[config.mk]
export PLATFORM = sky130hd
export DESIGN_NAME = jt5911_host
export DESIGN_NICKNAME = d
export VERILOG_FILES = /design/src/rtl/jteeprom_pkg.sv /design/src/rtl/jt5911_sclkgen.sv /design/src/rtl/jt5911_host.sv
export SDC_FILE = /design/constraint.sdc
export NUM_CORES = 1
export LEC_CHECK = 0
export ABC_AREA = 1
export CORE_ASPECT_RATIO = 0.8
export CORE_UTILIZATION = 58
export DETAILED_ROUTE_END_ITERATION = 6
export GPL_ROUTABILITY_DRIVEN = 0
export PLACE_DENSITY = 0.8
export SYNTH_ARGS = -nofsm -noshare
export SYNTH_HDL_FRONTEND = slang
export SYNTH_SLANG_ARGS = --single-unit
[constraint.sdc]
create_clock -name clk -period 3.4 [get_ports clk]
set_input_delay 0.51 -clock clk [delete_from_list [all_inputs] [get_ports clk]]
set_output_delay 0.51 -clock clk [all_outputs]
set_load 0.02 [all_outputs]
[src/rtl/jteeprom_pkg.sv]
// jteeprom_pkg: shared types and helpers for the 93C46/ER5911-style EEPROM host.
//   op_e     : request operation codes presented on the host op port.
//   OPC_*    : 4-bit opcodes as they appear on the serial wire.
//   state_e  : host FSM states.
//   cmd_len  : serial command length after the start bit.
//   addr_w / data_w : word address / data widths for each organisation.
package jteeprom_pkg;

  typedef enum logic [2:0] {
    OP_READ  = 3'd0,
    OP_WRITE = 3'd1,
    OP_EWEN  = 3'd2,
    OP_EWDS  = 3'd3,
    OP_ERAL  = 3'd4
  } op_e;

  localparam logic [3:0] OPC_READ  = 4'b1000;
  localparam logic [3:0] OPC_WRITE = 4'b0100;
  localparam logic [3:0] OPC_EWEN  = 4'b0011;
  localparam logic [3:0] OPC_EWDS  = 4'b0000;
  localparam logic [3:0] OPC_ERAL  = 4'b0010;

  typedef enum logic [2:0] {
    ST_IDLE  = 3'd0,
    ST_SEL   = 3'd1,
    ST_CMD   = 3'd2,
    ST_RDAT  = 3'd3,
    ST_WDAT  = 3'd4,
    ST_BUSYW = 3'd5,
    ST_DESEL = 3'd6,
    ST_DONE  = 3'd7
  } state_e;

  // Rises after the start bit: 4-bit opcode + address (+2-bit pad for x16).
  function automatic int cmd_len(input int prog);
    return (prog != 0) ? 12 : 11;
  endfunction

  function automatic int addr_w(input int prog);
    return (prog != 0) ? 6 : 7;
  endfunction

  function automatic int data_w(input int prog);
    return (prog != 0) ? 16 : 8;
  endfunction

  function automatic logic op_legal(input logic [2:0] op);
    return (op <= 3'd4);
  endfunction

  function automatic logic [3:0] opcode_of(input logic [2:0] op);
    logic [3:0] opc;
    case (op)
      OP_READ:  opc = OPC_READ;
      OP_WRITE: opc = OPC_WRITE;
      OP_EWEN:  opc = OPC_EWEN;
      OP_EWDS:  opc = OPC_EWDS;
      OP_ERAL:  opc = OPC_ERAL;
      default:  opc = OPC_EWDS;
    endcase
    return opc;
  endfunction

endpackage

[src/rtl/jt5911_sclkgen.sv]
// jt5911_sclkgen: serial clock generator for the EEPROM host.
//   clk, rst_n : system clock, async active-low reset.
//   en         : run the divider; when low the counter clears and sclk is held low.
//   sclk       : serial clock (registered), DIV clk low then DIV clk high.
//   rise, fall : one-cycle strobes, high on the clk edge at which sclk toggles.
module jt5911_sclkgen #(
  parameter int DIV = 4
) (
  input  logic clk,
  input  logic rst_n,
  input  logic en,
  output logic sclk,
  output logic rise,
  output logic fall
);

  localparam int CW = (DIV > 2) ? $clog2(DIV) : 2;

  logic [CW-1:0] cnt_r;
  logic          sclk_r;
  logic          wrap_s;

  assign wrap_s = en && (cnt_r == CW'(DIV - 1));
  assign rise   = wrap_s && !sclk_r;
  assign fall   = wrap_s && sclk_r;
  assign sclk   = sclk_r;

  // Half-period counter and sclk toggle flop.
  always_ff @(posedge clk or negedge rst_n) begin
    if (!rst_n) begin
      cnt_r  <= '0;
      sclk_r <= 1'b0;
    end else if (!en) begin
      cnt_r  <= '0;
      sclk_r <= 1'b0;
    end else if (wrap_s) begin
      cnt_r  <= '0;
      sclk_r <= !sclk_r;
    end else begin
      cnt_r  <= cnt_r + CW'(1);
    end
  end

endmodule

[src/rtl/jt5911_host.sv]
// jt5911_host: host-side controller for a 93C46/ER5911-style serial EEPROM.
// Turns single-word CPU requests into sclk/sdi/scs frames, samples sdo on
// reads and polls rdy after erase-all.
//   clk, rst_n  : system clock, async active-low reset.
//   req/op      : request strobe and operation (0 READ .. 4 ERAL, 5-7 illegal).
//   addr/wdata  : word address and write data, latched on acceptance.
//   rdata       : last completed READ result.
//   busy/done/err : request in flight, end-of-request pulse, error (with done).
//   sclk/sdi/scs : serial clock, data to EEPROM, chip select.
//   sdo/rdy     : serial data from EEPROM, EEPROM ready.
module jt5911_host
  import jteeprom_pkg::*;
#(
  parameter  int PROG = 0,
  parameter  int DIV  = 4,
  parameter  int TOUT = 1024,
  localparam int AW   = addr_w(PROG),
  localparam int DW   = data_w(PROG)
) (
  input  logic          clk,
  input  logic          rst_n,
  input  logic          req,
  input  logic [2:0]    op,
  input  logic [AW-1:0] addr,
  input  logic [DW-1:0] wdata,
  output logic [DW-1:0] rdata,
  output logic          busy,
  output logic          done,
  output logic          err,
  output logic          sclk,
  output logic          sdi,
  input  logic          sdo,
  output logic          scs,
  input  logic          rdy
);

  localparam int FL   = 1 + cmd_len(PROG);           // start bit + command
  localparam int SW   = (FL > DW) ? FL : DW;         // shared shift register
  localparam int TMAX = (TOUT > 2 * DIV) ? TOUT : 2 * DIV;
  localparam int TW   = $clog2(TMAX + 1);

  state_e        state_r, state_nx_s;
  logic          accept_s, illegal_s, en_s, rise_s, fall_s, use_addr_s;
  logic [2:0]    op_r;
  logic [AW-1:0] addr_r;
  logic [DW-1:0] wdata_r, rsh_r, rdata_r;
  logic [FL-1:0] frame_s;
  logic [SW-1:0] sh_r, sh_ld_s, wd_ld_s;
  logic [4:0]    bcnt_r;
  logic [TW-1:0] tcnt_r;
  logic [1:0]    gap_r;
  logic          to_r, busy_r, done_r, err_r, sdi_r, scs_r;

  assign use_addr_s = (op_r == OP_READ) || (op_r == OP_WRITE);
  assign frame_s    = (FL'(1'b1) << (FL - 1))
                    | (FL'(opcode_of(op_r)) << AW)
                    | (use_addr_s ? FL'(addr_r) : {FL{1'b0}});
  // Both loads are MSB-aligned so the next bit is always sh_r[SW-1].
  assign sh_ld_s    = SW'(frame_s) << (SW - FL);
  assign wd_ld_s    = SW'(wdata_r) << (SW - DW);

  jt5911_sclkgen #(.DIV(DIV)) u_sclkgen (
    .clk   (clk),
    .rst_n (rst_n),
    .en    (en_s),
    .sclk  (sclk),
    .rise  (rise_s),
    .fall  (fall_s)
  );

  // FSM state register.
  always_ff @(posedge clk or negedge rst_n) begin
    if (!rst_n) begin
      state_r <= ST_IDLE;
    end else begin
      state_r <= state_nx_s;
    end
  end

  // Next-state decode and divider enable.
  always_comb begin
    state_nx_s = state_r;
    accept_s   = 1'b0;
    illegal_s  = 1'b0;
    en_s       = 1'b0;
    case (state_r)
      ST_IDLE: begin
        if (req) begin
          if (op_legal(op)) begin
            accept_s   = 1'b1;
            state_nx_s = ST_SEL;
          end else begin
            illegal_s  = 1'b1;
          end
        end else begin
          state_nx_s = ST_IDLE;
        end
      end
      ST_SEL: begin
        en_s = 1'b1;
        if (fall_s) begin
          state_nx_s = ST_CMD;
        end else begin
          state_nx_s = ST_SEL;
        end
      end
      ST_CMD: begin
        en_s = 1'b1;
        if (fall_s && (bcnt_r == 5'd0)) begin
          case (op_r)
            OP_READ:  state_nx_s = ST_RDAT;
            OP_WRITE: state_nx_s = ST_WDAT;
            OP_ERAL:  state_nx_s = ST_BUSYW;
            default:  state_nx_s = ST_DESEL;
          endcase
        end else begin
          state_nx_s = ST_CMD;
        end
      end
      ST_RDAT, ST_WDAT: begin
        en_s = 1'b1;
        if (fall_s && (bcnt_r == 5'd0)) begin
          state_nx_s = ST_DESEL;
        end else begin
          state_nx_s = state_r;
        end
      end
      ST_BUSYW: begin
        // rdy is only trusted once it has had 2 clk to fall after the last rise.
        if ((rdy && (gap_r == 2'd2)) || (tcnt_r == TW'(TOUT - 1))) begin
          state_nx_s = ST_DESEL;
        end else begin
          state_nx_s = ST_BUSYW;
        end
      end
      ST_DESEL: begin
        if (tcnt_r == TW'(2 * DIV - 1)) begin
          state_nx_s = ST_DONE;
        end else begin
          state_nx_s = ST_DESEL;
        end
      end
      ST_DONE: state_nx_s = ST_IDLE;
      default: state_nx_s = ST_IDLE;
    endcase
  end

  // Clk cycles since the last sclk rise, saturating at 2.
  always_ff @(posedge clk or negedge rst_n) begin
    if (!rst_n) begin
      gap_r <= 2'd2;
    end else if (rise_s) begin
      gap_r <= 2'd0;
    end else if (gap_r != 2'd2) begin
      gap_r <= gap_r + 2'd1;
    end else begin
      gap_r <= gap_r;
    end
  end

  // Request latches, shifters, counters and registered outputs.
  always_ff @(posedge clk or negedge rst_n) begin
    if (!rst_n) begin
      op_r    <= 3'd0;
      addr_r  <= '0;
      wdata_r <= '0;
      sh_r    <= '0;
      rsh_r   <= '0;
      rdata_r <= '0;
      bcnt_r  <= 5'd0;
      tcnt_r  <= '0;
      to_r    <= 1'b0;
      busy_r  <= 1'b0;
      done_r  <= 1'b0;
      err_r   <= 1'b0;
      sdi_r   <= 1'b0;
      scs_r   <= 1'b0;
    end else begin
      done_r <= 1'b0;
      err_r  <= 1'b0;
      busy_r <= (state_nx_s != ST_IDLE);
      scs_r  <= (state_nx_s inside {ST_SEL, ST_CMD, ST_RDAT, ST_WDAT, ST_BUSYW});
      case (state_r)
        ST_IDLE: begin
          sdi_r <= 1'b0;
          if (accept_s) begin
            op_r    <= op;
            addr_r  <= addr;
            wdata_r <= wdata;
            to_r    <= 1'b0;
          end
          if (illegal_s) begin
            done_r <= 1'b1;
            err_r  <= 1'b1;
          end
        end
        ST_SEL: begin
          // sdi stays low across this rise so the slave sees a clean start edge.
          if (fall_s) begin
            sdi_r  <= sh_ld_s[SW-1];
            sh_r   <= sh_ld_s << 1;
            bcnt_r <= 5'(FL - 1);
          end
        end
        ST_CMD: begin
          if (fall_s) begin
            if (bcnt_r == 5'd0) begin
              tcnt_r <= '0;
              bcnt_r <= 5'(DW - 1);
              if (op_r == OP_WRITE) begin
                sdi_r <= wd_ld_s[SW-1];
                sh_r  <= wd_ld_s << 1;
              end else begin
                sdi_r <= 1'b0;
              end
            end else begin
              sdi_r  <= sh_r[SW-1];
              sh_r   <= sh_r << 1;
              bcnt_r <= bcnt_r - 5'd1;
            end
          end
        end
        ST_RDAT: begin
          if (fall_s) begin
            rsh_r <= {rsh_r[DW-2:0], sdo};
            if (bcnt_r == 5'd0) begin
              rdata_r <= {rsh_r[DW-2:0], sdo};
              tcnt_r  <= '0;
            end else begin
              bcnt_r  <= bcnt_r - 5'd1;
            end
          end
        end
        ST_WDAT: begin
          if (fall_s) begin
            if (bcnt_r == 5'd0) begin
              sdi_r  <= 1'b0;
              tcnt_r <= '0;
            end else begin
              sdi_r  <= sh_r[SW-1];
              sh_r   <= sh_r << 1;
              bcnt_r <= bcnt_r - 5'd1;
            end
          end
        end
        ST_BUSYW: begin
          if (state_nx_s == ST_DESEL) begin
            to_r   <= !(rdy && (gap_r == 2'd2));
            tcnt_r <= '0;
          end else begin
            tcnt_r <= tcnt_r + TW'(1);
          end
        end
        ST_DESEL: begin
          sdi_r  <= 1'b0;
          tcnt_r <= tcnt_r + TW'(1);
        end
        ST_DONE: begin
          done_r <= 1'b1;
          err_r  <= to_r;
        end
        default: begin
          sdi_r <= 1'b0;
        end
      endcase
    end
  end

  assign rdata = rdata_r;
  assign busy  = busy_r;
  assign done  = done_r;
  assign err   = err_r;
  assign sdi   = sdi_r;
  assign scs   = scs_r;

endmodule

Word level (Yosys, flattened, before mapping)

Index checks and enable logic that the tools add are counted.

Register bits after elaboration: 75
Word-level logic and storage cells: 143

Add/subtract/negate cells: 4
Magnitude comparators: 1
Reductions and logical operators: 32
Equal/unequal tests: 33
Mux-type cells: 54
Bitwise operators: 1

Operators with widths:

| cell                    | count |
|---|---|
| $mux W12                | 6 |
| $pmux W12 S3            | 1 |
| $mux W11                | 3 |
| $pmux W11 S3            | 1 |
| $mux W5                 | 5 |
| $eq A3 B3 Y1 const B    | 8 |
| $pmux W3 S7             | 1 |
| $mux W1                 | 19 |
| $ne A2 B2 Y1 const B    | 9 |
| $pmux W4 S4             | 1 |
| $eq A3 B2 Y1 const B    | 5 |
| $pmux W5 S3             | 1 |
| $mux W2                 | 6 |
| $mux W3                 | 4 |
| $or A12 B7 Y12          | 1 |
| $reduce_bool A3 Y1      | 4 |
| $add A11 B1 Y11 const B | 1 |
| $eq A11 B10 Y1 const B  | 1 |
| $eq A11 B3 Y1 const B   | 1 |
| $eq A3 B1 Y1 const B    | 3 |
| $pmux W3 S3             | 1 |
| $reduce_and A3 Y1       | 3 |
| $mux W7                 | 1 |
| $logic_not A3 Y1        | 2 |
| 22 further kinds        | 37 |

Depth between registers and ports, before layout

Depth after elaboration: 11
Depth in mapped cells: 14
Gate-level depth less buffers: 13

By module

A second synthesis with hierarchy kept.

Cells, all modules: 437
Area total of the unflattened synthesis: 3666.0 µm²

Modules (own cells, without submodules):

| module         | area an instance (µm²) | seq. area each (µm²) | instances | cells an instance |
|---|---|---|---|---|
| jt5911_host    | 3530.9                 | 1778.0               | 1         | 421 |
| jt5911_sclkgen | 135.1                  | 75.1                 | 1         | 16 |

Least setup slack after synthesis

No wires, ideal clock.

Kind: register to register
From: register bcnt_r[0]
To: register tcnt_r[6]
Setup time: 0.124 ns
Stages on the path, launching flop included: 12
Arrival time: 1.668 ns
Slack: 1.608 ns
Buffers on the path: 1
Cell sequence: dfrtp_1 > inv_1 > ha_1 > nand2_1 > nor2_2 > inv_1 > nor2_4 > nand3b_4 > nand3_2 > buf_6 > nand3_1 > nand3_1

Cells in the longest elaborated chain, start to end: 7

Ends and longest elaborated chain:

| what                       | line                                   | text |
|---|---|---|
| start, declared            | jt5911_host.sv:49                      | `logic [4:0] bcnt_r;` |
| start signal, assigned     | jt5911_host.sv:202                     | `bcnt_r <= 5'(FL - 1);` |
| start signal, assigned     | jt5911_host.sv:209                     | `bcnt_r <= 5'(DW - 1);` |
| start signal, assigned     | jt5911_host.sv:219                     | `bcnt_r <= bcnt_r - 5'd1;` |
| $logic_not A5 Y1 (*)       | jt5911_host.sv:109, jt5911_host.sv:122 |  |
| $logic_and A1 B1 Y1 (*)    | jt5911_host.sv:109, jt5911_host.sv:122 |  |
| $mux W3 (on tied branches) | jt5911_host.sv:122, jt5911_host.sv:109 |  |
| $pmux W3 S7 (*)            | jt5911_host.sv:86                      | `case (state_r)` |
| via state_nx_s[2]          | jt5911_host.sv:42                      | `state_e state_r, state_nx_s;` |
| $eq A3 B3 Y1 (*)           | jt5911_host.sv:247                     | `if (state_nx_s == ST_DESEL) begin` |
| $mux W11 (*)               | jt5911_host.sv:247                     |  |
| $pmux W11 S3 (*)           | jt5911_host.sv:183                     | `case (state_r)` |
| end signal, assigned       | jt5911_host.sv:251                     | `tcnt_r <= tcnt_r + TW'(1);` |
| end signal, assigned       | jt5911_host.sv:256                     | `tcnt_r <= tcnt_r + TW'(1);` |
| end, declared              | jt5911_host.sv:50                      | `logic [TW-1:0] tcnt_r;` |

The timed path passes the listed nets; every way through them passes the cells marked *.
A chain may end at the register's enable or synchronous reset.

Final worst setup path

From: register state_r[2]
To: register sh_r[11]

Cells in the longest elaborated chain, start to end: 7

Ends and longest elaborated chain:

| what                                 | line                 | text |
|---|---|---|
| start, declared                      | jt5911_host.sv:42    |  |
| start signal, assigned               | jt5911_host.sv:76    | `state_r <= state_nx_s;` |
| $eq A3 B2 Y1 (tied with other cells) | jt5911_host.sv:86    |  |
| $reduce_or A4 Y1 (no line)           | --                   |  |
| $mux W1                              | jt5911_host.sv:86    |  |
| $logic_and A1 B1 Y1                  | jt5911_sclkgen.sv:23 | `assign wrap_s = en && (cnt_r == CW'(DIV - 1));` |
| $logic_and A1 B1 Y1                  | jt5911_sclkgen.sv:25 | `assign fall = wrap_s && sclk_r;` |
| $ne A2 B2 Y1 (no line)               | --                   |  |
| $reduce_and A6 Y1 (no line)          | --                   |  |
| end signal, assigned                 | jt5911_host.sv:201   | `sh_r <= sh_ld_s << 1;` |
| end signal, assigned                 | jt5911_host.sv:212   | `sh_r <= wd_ld_s << 1;` |
| end signal, assigned                 | jt5911_host.sv:218   | `sh_r <= sh_r << 1;` |
| end, declared                        | jt5911_host.sv:48    | `logic [SW-1:0] sh_r, sh_ld_s, wd_ld_s;` |

Several ways; a longest one is shown, not always the timed one.

==> results.sh <==
export IMPL_outcome="finished with violations"
export IMPL_die_h_um=74.5
export IMPL_switchingPower_mw=0.998
export IMPL_drive_above_1_share_pct=11.6
export IMPL_rrSetupSlack_ns=1.03
export IMPL_vias=3171
export IMPL_ys_dominant_reg_cell="dfrtp_1"
export IMPL_wl_met1_um=3700
export IMPL_clkPwrFrac_pct=23.7
export IMPL_crit_start="state_r[2]"
export IMPL_cts_tree="built"
export IMPL_rows=26
export IMPL_rsz0062_at_grt="false"
export IMPL_r2r_end="sh_r[11]"
export IMPL_ant_nets=0
export IMPL_ys_warn_count=0
export IMPL_async_reset_ff_share_pct=100
export IMPL_netlist_instances=465
export IMPL_powerDensity_nw_per_um2=609
export IMPL_core_region_area_um2=6380
export IMPL_pin_count=37
export IMPL_fin_crit_ns=2.37
export IMPL_fin_nets=532
export IMPL_wl_met3_um=475
export IMPL_vias_per_cell=5.35
export IMPL_syn_area_per_cell_um2=8.19
export IMPL_dieArea_um2=6900
export IMPL_clk_pin_slew_ns=0.08
export IMPL_fin_crit_sh_pct=69.8
export IMPL_hpwlAfterDp_um=5540
export IMPL_final_max_slew_viol_count=0
export IMPL_slew_limit_headroom_pct=37.4
export IMPL_multiInputGateArea_um2=1640
export IMPL_cp_start_kind="flop"
export IMPL_hold_path_class="input port to asynchronous set/reset pin"
export IMPL_p_comb_share_pct=31.1
export IMPL_ir_worst_vdd_uv=452
export IMPL_required_ns=3.59
export IMPL_antenna_found_initial=0
export IMPL_met2_length_um=3450
export IMPL_grt_overflow=0
export IMPL_p_seq_share_pct=45.1
export IMPL_fmax_ghz=0.421
export IMPL_top_layer_used="met4"
export IMPL_syn2layout_area_growth_pct=16.1
export IMPL_regArea_um2=1850
export IMPL_first_iter_violations=271
export IMPL_skew_ns=0.00776
export IMPL_diodes=0
export IMPL_ctsRootBufferMaster="clkbuf_8"
export IMPL_post_cts_resized=0
export IMPL_hold_viol_final=0
export IMPL_grt_pass1_vias=2909
export IMPL_post_cts_buffers=0
export IMPL_maxCapViolations=0
export IMPL_synth_area_um2=3810
export IMPL_drc_errors=5
export IMPL_track_usage_pct=25.0
export IMPL_clkLatencyLatePin_ns=0.36
export IMPL_rr_worst_depth=8
export IMPL_io_buffers=36
export IMPL_violations="DRC"
export IMPL_ys_seq_area_share_pct=48.6
export IMPL_grt_pass1_wl_um=13300
export IMPL_cts_sinks=74
export IMPL_syn_nets=493
export IMPL_crit_path_max_fanout=22
export IMPL_endpoint_kind="flop"
export IMPL_die_w_um=92.6
export IMPL_cts_htree_levels=3
export IMPL_arrival_ns=2.57
export IMPL_totalNegativeSetupSlack_ns=0
export IMPL_synth_ff_latch_count=74
export IMPL_wirelength_um=7750
export IMPL_first_pass_iters=7
export IMPL_p_int_mw=1.70
export IMPL_worstSetupPathType="flop to flop"
export IMPL_grt_start_max_net_pins=40
export IMPL_rr_startpoint="state_r[2]"
export IMPL_finalSetupViolations=0
export IMPL_cts_buffers=9
export IMPL_p_sw_share_pct=37.1
export IMPL_worst_slew_pin_slew_ns=0.936
export IMPL_initial_utilization_pct=59.8
export IMPL_synth_edf_count=0
export IMPL_p_leak_nw=2.17
export IMPL_cts_path_max_buffers=2
export IMPL_postCtsHoldBufs=0
export IMPL_hold_ws_ns=0.235
export IMPL_ys_types=42
export IMPL_nFillCells=513
export IMPL_post_drt_wl_per_cell_um=13.1
placed cells by master, fill, tap and decap left out, types with 2 or more instances in the layout:
master and count:
nand2_1 116, dfrtp_1 73, inv_1 61, nor2_1 43, clkdlybuf4s50_1 35, nand3_1 28
o21ai_0 28, a21oi_1 19, a21oi_2 10, clkbuf_8 10, nand3_2 8, xor2_1 8
nand2_2 5, inv_2 5, nor2_2 5, a22oi_1 5, ha_1 5, nand4_1 4
nor3_1 4, o22ai_1 4, xnor2_1 3, clkinvlp_4 3, o21ai_1 2, nor4_1 2
inv_6 2, buf_4 2
cell families after synthesis:
logic type | Yosys count | share of synthesized area (%)
buf+inv | 78 | 8.44
fa+ha+maj | 5 | 1.64
xor+xnor | 11 | 2.53
mux | 1 | 0.296
simple gates | 221 | 26.5
flops | 74 | 48.6
compound gates | 75 | 12.0
how the worst max path moves through the flow:
| stage | cells past startpoint | endpoint |
|---|---|---|
| after floorplan | 11 | tcnt_r[6] |
| after global placement | 8 | sh_r[7] |
| after detailed placement | 10 | tcnt_r[5] |
| after CTS | 10 | tcnt_r[10] |
| after global routing | 9 | sh_r[7] |
| final | 8 | sh_r[11] |
power groups by stage:
stage	Clock [mW]	Combinational, mW	Sequential [mW]
floorplan	0	0.576	1.23
global placement	0	0.805	1.23
detailed placement	0	0.834	1.23
CTS	0.653	0.838	1.22
global route	0.692	0.958	1.24
finish	0.639	0.839	1.22
routing by layer:
layer	vias up	global-route usage (%)
met4	0	7.86
met3	22	6.54
met1	1470	35.5
met5	-	0
met2	107	38.3
li1	1572	-
stage by stage:
stage | worst slack (ns) | instance area [um^2] | util [%] | total power [mW] | instances
CTS | 1.05 | 4420 | 69.3 | 2.71 | 593
finish | 1.03 | 4420 | 69.3 | 2.69 | 593
global route | 0.811 | 4420 | 69.3 | 2.89 | 593
detailed placement | 1.06 | 4240 | 66.4 | 2.06 | 577
floorplan | 1.61 | 3810 | - | 1.81 | 465
global placement | 1.09 | 4240 | 66.4 | 2.03 | 577
area by class of cell:
class,count,area share (%)
Sequential cell,74,41.9
Clock inverter,6,1.10
Inverter,67,5.69
Tap cell,84,2.38
Multi-Input combinational cell,313,37.0
Clock buffer,10,3.11
Timing Repair Buffer,39,8.83
flip-flops by register name (all words and copies together) (netlist names):
name	count
op_r	3
state_r	3
sh_r	11
busy	1
err	1
u_sclkgen.cnt_r	2
to_r	1
rsh_r	7
u_sclkgen.sclk	1
addr_r	7
bcnt_r	5
tcnt_r	11
scs	1
done	1
wdata_r	8
sdi	1
rdata	8
gap_r	2
synth_stat cells (2+ instances only):
| master | n | area, um^2 |
|---|---|---|
| nor4_1 | 2 | 12.5 |
| nand2_1 | 116 | 435 |
| a21oi_2 | 10 | 87.6 |
| inv_1 | 61 | 229 |
| nand4_1 | 4 | 25.0 |
| nand3_1 | 28 | 140 |
| o21ai_0 | 28 | 140 |
| xnor2_1 | 3 | 26.3 |
| a21oi_1 | 19 | 95.1 |
| o22ai_1 | 4 | 25.0 |
| nor2_2 | 5 | 31.3 |
| ha_1 | 5 | 62.6 |
| nand3_2 | 8 | 80.1 |
| xor2_1 | 8 | 70.1 |
| buf_6 | 3 | 33.8 |
| nor2_1 | 43 | 161 |
| nand2_2 | 5 | 31.3 |
| clkbuf_1 | 4 | 15.0 |
| inv_2 | 5 | 18.8 |
| buf_2 | 2 | 10.0 |
| nor3_1 | 4 | 20.0 |
| dfrtp_1 | 73 | 1830 |
| a22oi_1 | 5 | 37.5 |
| o21ai_1 | 2 | 10.0 |
worst max-delay path, stage by stage, from the launching register on:
cell,delay (ns)
dfrtp_1,0.48
inv_2,0.13
nand2_2,0.08
nor2_2,0.25
inv_1,0.09
nand2_2,0.15
nor2_2,0.08
nor3_4,0.78
a21oi_1,0.19
Note: power is estimated with default switching activity, not from simulation.
